## src/rtl/truth_table_sweeper_pkg.sv

```systemverilog
// Shared types and helpers for the gate truth-table sweeper.
// Holds the sequencer state encoding, the table-width helper and the
// default gate-input count.
package tt_pkg;

  localparam int TT_DEFAULT_N_IN = 3;

  typedef enum logic [1:0] {
    IDLE,
    HOLD,
    SAMPLE,
    DONE
  } tt_state_e;

  // Number of rows in the truth table of an n-input gate.
  function automatic int tt_width(input int n);
    return 2 ** n;
  endfunction

endpackage

```

## src/rtl/truth_table_sweeper_settle_timer.sv

```systemverilog
// Loadable down-counter with a zero flag, used to time how long each
// input vector is held. Load has priority over decrement; the count
// saturates at zero rather than wrapping.
module tt_settle_timer #(
  parameter int CW = 3
) (
  input  logic          clk,
  input  logic          reset,
  input  logic          load,
  input  logic [CW-1:0] load_val,
  input  logic          dec,
  output logic          zero
);

  logic [CW-1:0] count;

  // Load a new interval, otherwise count down towards zero.
  always_ff @(posedge clk) begin
    if (reset) begin
      count <= '0;
    end else if (load) begin
      count <= load_val;
    end else if (dec && (count != '0)) begin
      count <= count - 1'b1;
    end
  end

  assign zero = (count == '0);

endmodule

```

## src/rtl/truth_table_sweeper.sv

```systemverilog
// Drives every input vector of an N_IN-input gate in ascending order,
// holds each for SETTLE cycles, samples the output one cycle later and
// compares the assembled table against EXPECTED.
module truth_table_sweeper
  import tt_pkg::*;
#(
  parameter int                          N_IN     = TT_DEFAULT_N_IN,
  parameter int                          SETTLE   = 4,
  parameter logic [tt_width(N_IN)-1:0]   EXPECTED = 8'h0A
) (
  input  logic                      clk,
  input  logic                      reset,
  input  logic                      start,
  input  logic                      abort,
  output logic [N_IN-1:0]           dut_in,
  input  logic                      dut_out,
  output logic                      busy,
  output logic [tt_width(N_IN)-1:0] table_out,
  output logic                      result_valid,
  output logic                      pass,
  output logic [tt_width(N_IN)-1:0] mismatch
);

  localparam int TW = tt_width(N_IN);
  localparam int CW = $clog2(SETTLE) + 1;
  localparam logic [CW-1:0]   CNT_LOAD = CW'(SETTLE - 1);
  // idx is one bit wider than dut_in so the last-row compare never wraps.
  localparam logic [N_IN:0]   IDX_LAST = (N_IN + 1)'(TW - 1);

  tt_state_e       state;
  logic [N_IN:0]   idx;
  logic [N_IN:0]   idx_inc;
  logic [TW-1:0]   table_next;
  logic            tmr_load;
  logic            tmr_dec;
  logic            tmr_zero;

  assign idx_inc = idx + 1'b1;

  // Reload the hold interval whenever a new vector starts being driven.
  assign tmr_load = ((state == IDLE) && start && !abort) ||
                    ((state == SAMPLE) && !abort && (idx != IDX_LAST));
  assign tmr_dec  = (state == HOLD) && !abort;

  tt_settle_timer #(
    .CW(CW)
  ) u_settle_timer (
    .clk      (clk),
    .reset    (reset),
    .load     (tmr_load),
    .load_val (CNT_LOAD),
    .dec      (tmr_dec),
    .zero     (tmr_zero)
  );

  // Table as it will look once the current row has been captured.
  always_comb begin
    table_next = table_out;
    table_next[idx[N_IN-1:0]] = dut_out;
  end

  // Sweep sequencer; every output is registered here.
  always_ff @(posedge clk) begin
    if (reset) begin
      state        <= IDLE;
      idx          <= '0;
      dut_in       <= '0;
      busy         <= 1'b0;
      table_out    <= '0;
      result_valid <= 1'b0;
      pass         <= 1'b0;
      mismatch     <= '0;
    end else begin
      result_valid <= 1'b0;
      case (state)
        IDLE: begin
          // abort wins over a simultaneous start
          if (start && !abort) begin
            state     <= HOLD;
            idx       <= '0;
            dut_in    <= '0;
            busy      <= 1'b1;
            table_out <= '0;
            pass      <= 1'b0;
            mismatch  <= '0;
          end
        end
        HOLD: begin
          if (abort) begin
            state    <= IDLE;
            idx      <= '0;
            dut_in   <= '0;
            busy     <= 1'b0;
            pass     <= 1'b0;
            mismatch <= '0;
          end else if (tmr_zero) begin
            state <= SAMPLE;
          end
        end
        SAMPLE: begin
          if (abort) begin
            // partial table is left visible for debug
            state    <= IDLE;
            idx      <= '0;
            dut_in   <= '0;
            busy     <= 1'b0;
            pass     <= 1'b0;
            mismatch <= '0;
          end else begin
            table_out <= table_next;
            if (idx == IDX_LAST) begin
              // verdict is registered together with the valid pulse
              state        <= DONE;
              busy         <= 1'b0;
              dut_in       <= '0;
              result_valid <= 1'b1;
              pass         <= (table_next == EXPECTED);
              mismatch     <= table_next ^ EXPECTED;
            end else begin
              state  <= HOLD;
              idx    <= idx_inc;
              dut_in <= idx_inc[N_IN-1:0];
            end
          end
        end
        DONE: begin
          // start and abort are both ignored here
          state <= IDLE;
        end
        default: state <= IDLE;
      endcase
    end
  end

endmodule

```

## config.mk

```make
export PLATFORM = sky130hd
export DESIGN_NAME = truth_table_sweeper
export DESIGN_NICKNAME = d
export VERILOG_FILES = /design/src/rtl/truth_table_sweeper_pkg.sv /design/src/rtl/truth_table_sweeper_settle_timer.sv /design/src/rtl/truth_table_sweeper.sv
export SDC_FILE = /design/constraint.sdc
export NUM_CORES = 1
export LEC_CHECK = 0
export BUFFER_PORTS_ARGS = -buffer_cell sky130_fd_sc_hd__buf_2
export CAP_MARGIN = 20
export CELL_PAD_IN_SITES_DETAIL_PLACEMENT = 1
export CELL_PAD_IN_SITES_GLOBAL_PLACEMENT = 2
export CORE_UTILIZATION = 35
export CTS_CLUSTER_DIAMETER = 200
export DETAILED_ROUTE_END_ITERATION = 10
export PLACE_DENSITY = 0.91
export SLEW_MARGIN = 20
export SYNTH_ARGS = -nofsm -noshare
export SYNTH_HDL_FRONTEND = slang
export SYNTH_SLANG_ARGS = --single-unit
```

## constraint.sdc

```tcl
create_clock -name clk -period 3.9 [get_ports clk]
set_input_delay 0.195 -clock clk [delete_from_list [all_inputs] [get_ports clk]]
set_output_delay 0.195 -clock clk [all_outputs]
set_load 0.05 [all_outputs]
```

==> impl_metrics.py <==
metrics = {
    "critical_path": {
        "cpLargestDelayFamily": "simple AND/OR/NAND/NOR gates",
        "crit_type": "register to register",
        "cp_slowest_cell": "dfxtp_1",
        "end_kind": "register",
        "r2r_slack_ns": 1.72,
        "reg2reg_from": "idx[0]$_SDFFE_PP0P_",
        "crit_path_max_incr_delay_ns": 0.68,
        "worst-path-max-fanout": 18,
        "crit_path_cell_trace": "ha_1, nand2_1, nor3_2, nand3b_1, o31ai_1",
        "cp.required_ns": 4.11,
        "cp-start-kind": "register",
        "crit_path_start": "idx[0]$_SDFFE_PP0P_",
        "cp_num_buf_inv": 0,
        "crit_arrival_ns": 2.39,
    },
    "drt": {
        "dr.first_iter.drc_count": 76,
        "viasPerCell": 5.276,
        "wl_per_cell_um": 15.49,
        "drt_pass1_iterations": 4,
        "vias": 1509,
        "antenna_left": 0,
        "drc_errors": 0,
        "totalWireLength_um": 4429,
    },
    "floorplan": {
        "rows": 25,
        "die_x_um": 72.06,
        "start_util_pct": 36.37,
        "core_area_um2": 4723,
        "die-area_um2": 5193,
        "ios": 27,
        "dieHeight_um": 72.06,
    },
    "power_and_ir_drop": {
        "cellPowerDensity_nw_per_um2": 360.5,
        "pwr-share-clk_pct": 40.5,
        "pwr-share-seq_pct": 46.2,
        "swShare_pct": 27.48,
        "p_int_uw": 514.5,
        "combPwrFrac_pct": 13.3,
        "power.switching_uw": 195.0,
        "finalPower_uw": 709.5,
        "max-vdd-ir-drop_mv": 0.1773,
        "leakagePower_nw": 0.7959,
    },
    "min_path": {
        "worst_hold_startpoint": "start",
        "hold_path_class": "input port to register",
    },
    "yosys": {
        "post-synth-top-count-cell": "dfxtp_1",
        "syn_area_per_cell_um2": 8.676,
        "yosysWarningCount": 0,
        "synth_commonest_cells": "dfxtp_1 (31), a21oi_1 (24), o21ai_0 (13)",
        "synth_top_area_share_pct": 36.13,
        "synth-async-reset-ratio_pct": 0,
        "ys.flop_type": "dfxtp_1",
        "ys_types": 42,
        "synth_nets": 211,
        "ys_seq_elements": 31,
        "ys_top_cells_by_area": "dfxtp_1 (36%), a21oi_1 (7.0%), ha_1 (5.8%), nand3b_1 (5.2%), o21ai_0 (3.8%)",
        "synth-seq-area-share_pct": 36.13,
        "syn-instance-count": 198,
        "synth_largest_area_cell": "dfxtp_1",
        "synth_edf_count": 0,
        "syn-cell-area_um2": 1718,
    },
    "timing": {
        "finalSetupViolations": 0,
        "hold_violations": 0,
        "period_minus_slack_ns": 2.181,
        "skew_ns": 0.008554,
        "post-route-period-util_pct": 55.92,
        "drv_slew": 0,
        "max-slew-margin-rel_pct": 42.11,
        "finalSetupTns_ns": 0,
        "rsz0062_at_grt": "no",
        "fin_ws_ns": 1.719,
        "holdWs_ns": 0.3109,
        "timing.fmax_ghz": 0.4585,
        "tightest_slew_ns": 0.8668,
    },
    "grt": {
        "grt_pass1_wl_um": 7410,
        "grtUsageTotal_pct": 18.45,
        "grt_pass1_vias": 1458,
        "grt_max_degree": 33,
        "grt-ovfl-total": 0,
        "antenna_found_initial": 0,
    },
    "cells_and_area": {
        "final_core_util_pct": 41.67,
        "drive_above_1_share_pct": 19.18,
        "area_growth_pct": 14.57,
        "antenna_cells": 0,
        "final_nets": 231,
        "fillers": 569,
        "final_cell_area_um2": 1968,
        "fin_cells": 286,
    },
    "clock_network": {
        "ctsResizeCount": 0,
        "clock_latency_ns": 0.29,
        "htreeDepth": 2,
        "cts.sinks": 31,
        "cts_setup_buffers": 0,
        "numCtsBuffers": 5,
        "ctsHoldBuffers": 0,
        "clockBufferDepth": 2,
        "cts_tree": "done",
        "clk_pin_slew_worst_paths_ns": 0.07,
        "root_buffer": "clkbuf_8",
    },
    "status": {
        "outcome": "completed",
    },
    "job": {
        "max_cap_violations": 0,
    },
    "placed_design": {
        "port_buffers": 26,
        "placed_area_um2": 1868,
        "dp_cells": 278,
        "pre_cts_ws_ns": 1.752,
        "dp_hpwl_um": 3053,
        "gp_congestion": 0.7547,
    },
}
## power by group through the flow
| stage | Sequential (mW) | Combinational [mW] | Clock [mW] |
|---|---|---|---|
| after floorplan | 0.341 | 0.0654 | 0 |
| after global placement | 0.335 | 0.0926 | 0 |
| after detailed placement | 0.335 | 0.0938 | 0 |
| after CTS | 0.328 | 0.0948 | 0.296 |
| after global routing | 0.329 | 0.107 | 0.309 |
| final | 0.328 | 0.0941 | 0.288 |
## logic make-up (layout without fill, tap and decap cells)
family,after synthesis,in the layout,synth area share [%]
DFF,31,31,36.13
buffers and inverters,20,41,5.244
AOI/OAI and AO/OA,58,58,21.34
muxes,9,9,5.462
xor gates and xnor gates,3,3,1.530
and+or+nand+nor,69,69,24.47
adders and majority gates,8,8,5.827
## sequential cells by signal (all words and copies together), names as in the netlist
signal	flops
idx	4
state	2
dut_in	3
pass	1
table_out	8
result_valid	1
mismatch	8
u_settle_timer.count	3
busy	1
## cell usage in the layout (no fill, tap or decap), drive strengths merged, types with 3 or more instances in the layout
master / instances
nand3: 8
nand2: 6
dfxtp: 31
mux2i: 6
o21ai: 13
a2bb2oi: 6
or3b: 3
inv: 7
nand3b: 12
nor2: 12
clkbuf: 8
buf: 26
mux2: 3
ha: 8
a211oi: 3
nor3b: 5
a21oi: 24
nor3: 4
nand2b: 7
## path summary, 6_finish.rpt
kind	end	cells past startpoint
hold / removal	u_settle_timer.count[0]$_SDFFE_PP0P_	3
setup / recovery	pass$_SDFFE_PP0P_	5
setup reg to reg	pass$_SDFFE_PP0P_	5
hold reg to reg	dut_in[2]$_SDFFE_PP0P_	2
## worst register-to-register path: stages, from the launching register on
cell and delay [ns]:
dfxtp_1 0.68, ha_1 0.34, nand2_1 0.12, nor3_2 0.58
nand3b_1 0.14, o31ai_1 0.24
## layer usage
layer | routed length, um | track usage, % | vias up
met4 | 65 | 6.536 | 0
met1 | 2264 | 26.08 | 717
met2 | 1951 | 27.31 | 27
met3 | 147 | 4.444 | 6
met5 | 0 | 0 | -
li1 | - | - | 759
## area by class of cell
type                            count  area, um2  share of cell area [%]
Tap cell                           67      83.83                   4.259
Timing Repair Buffer               26      130.1                   6.612
Inverter                            7      26.28                   1.335
Clock buffer                        8      100.1                   5.086
Sequential cell                    31      620.6                   31.53
Multi-Input combinational cell    147       1007                   51.18
Power figures use the tool's default switching activity.
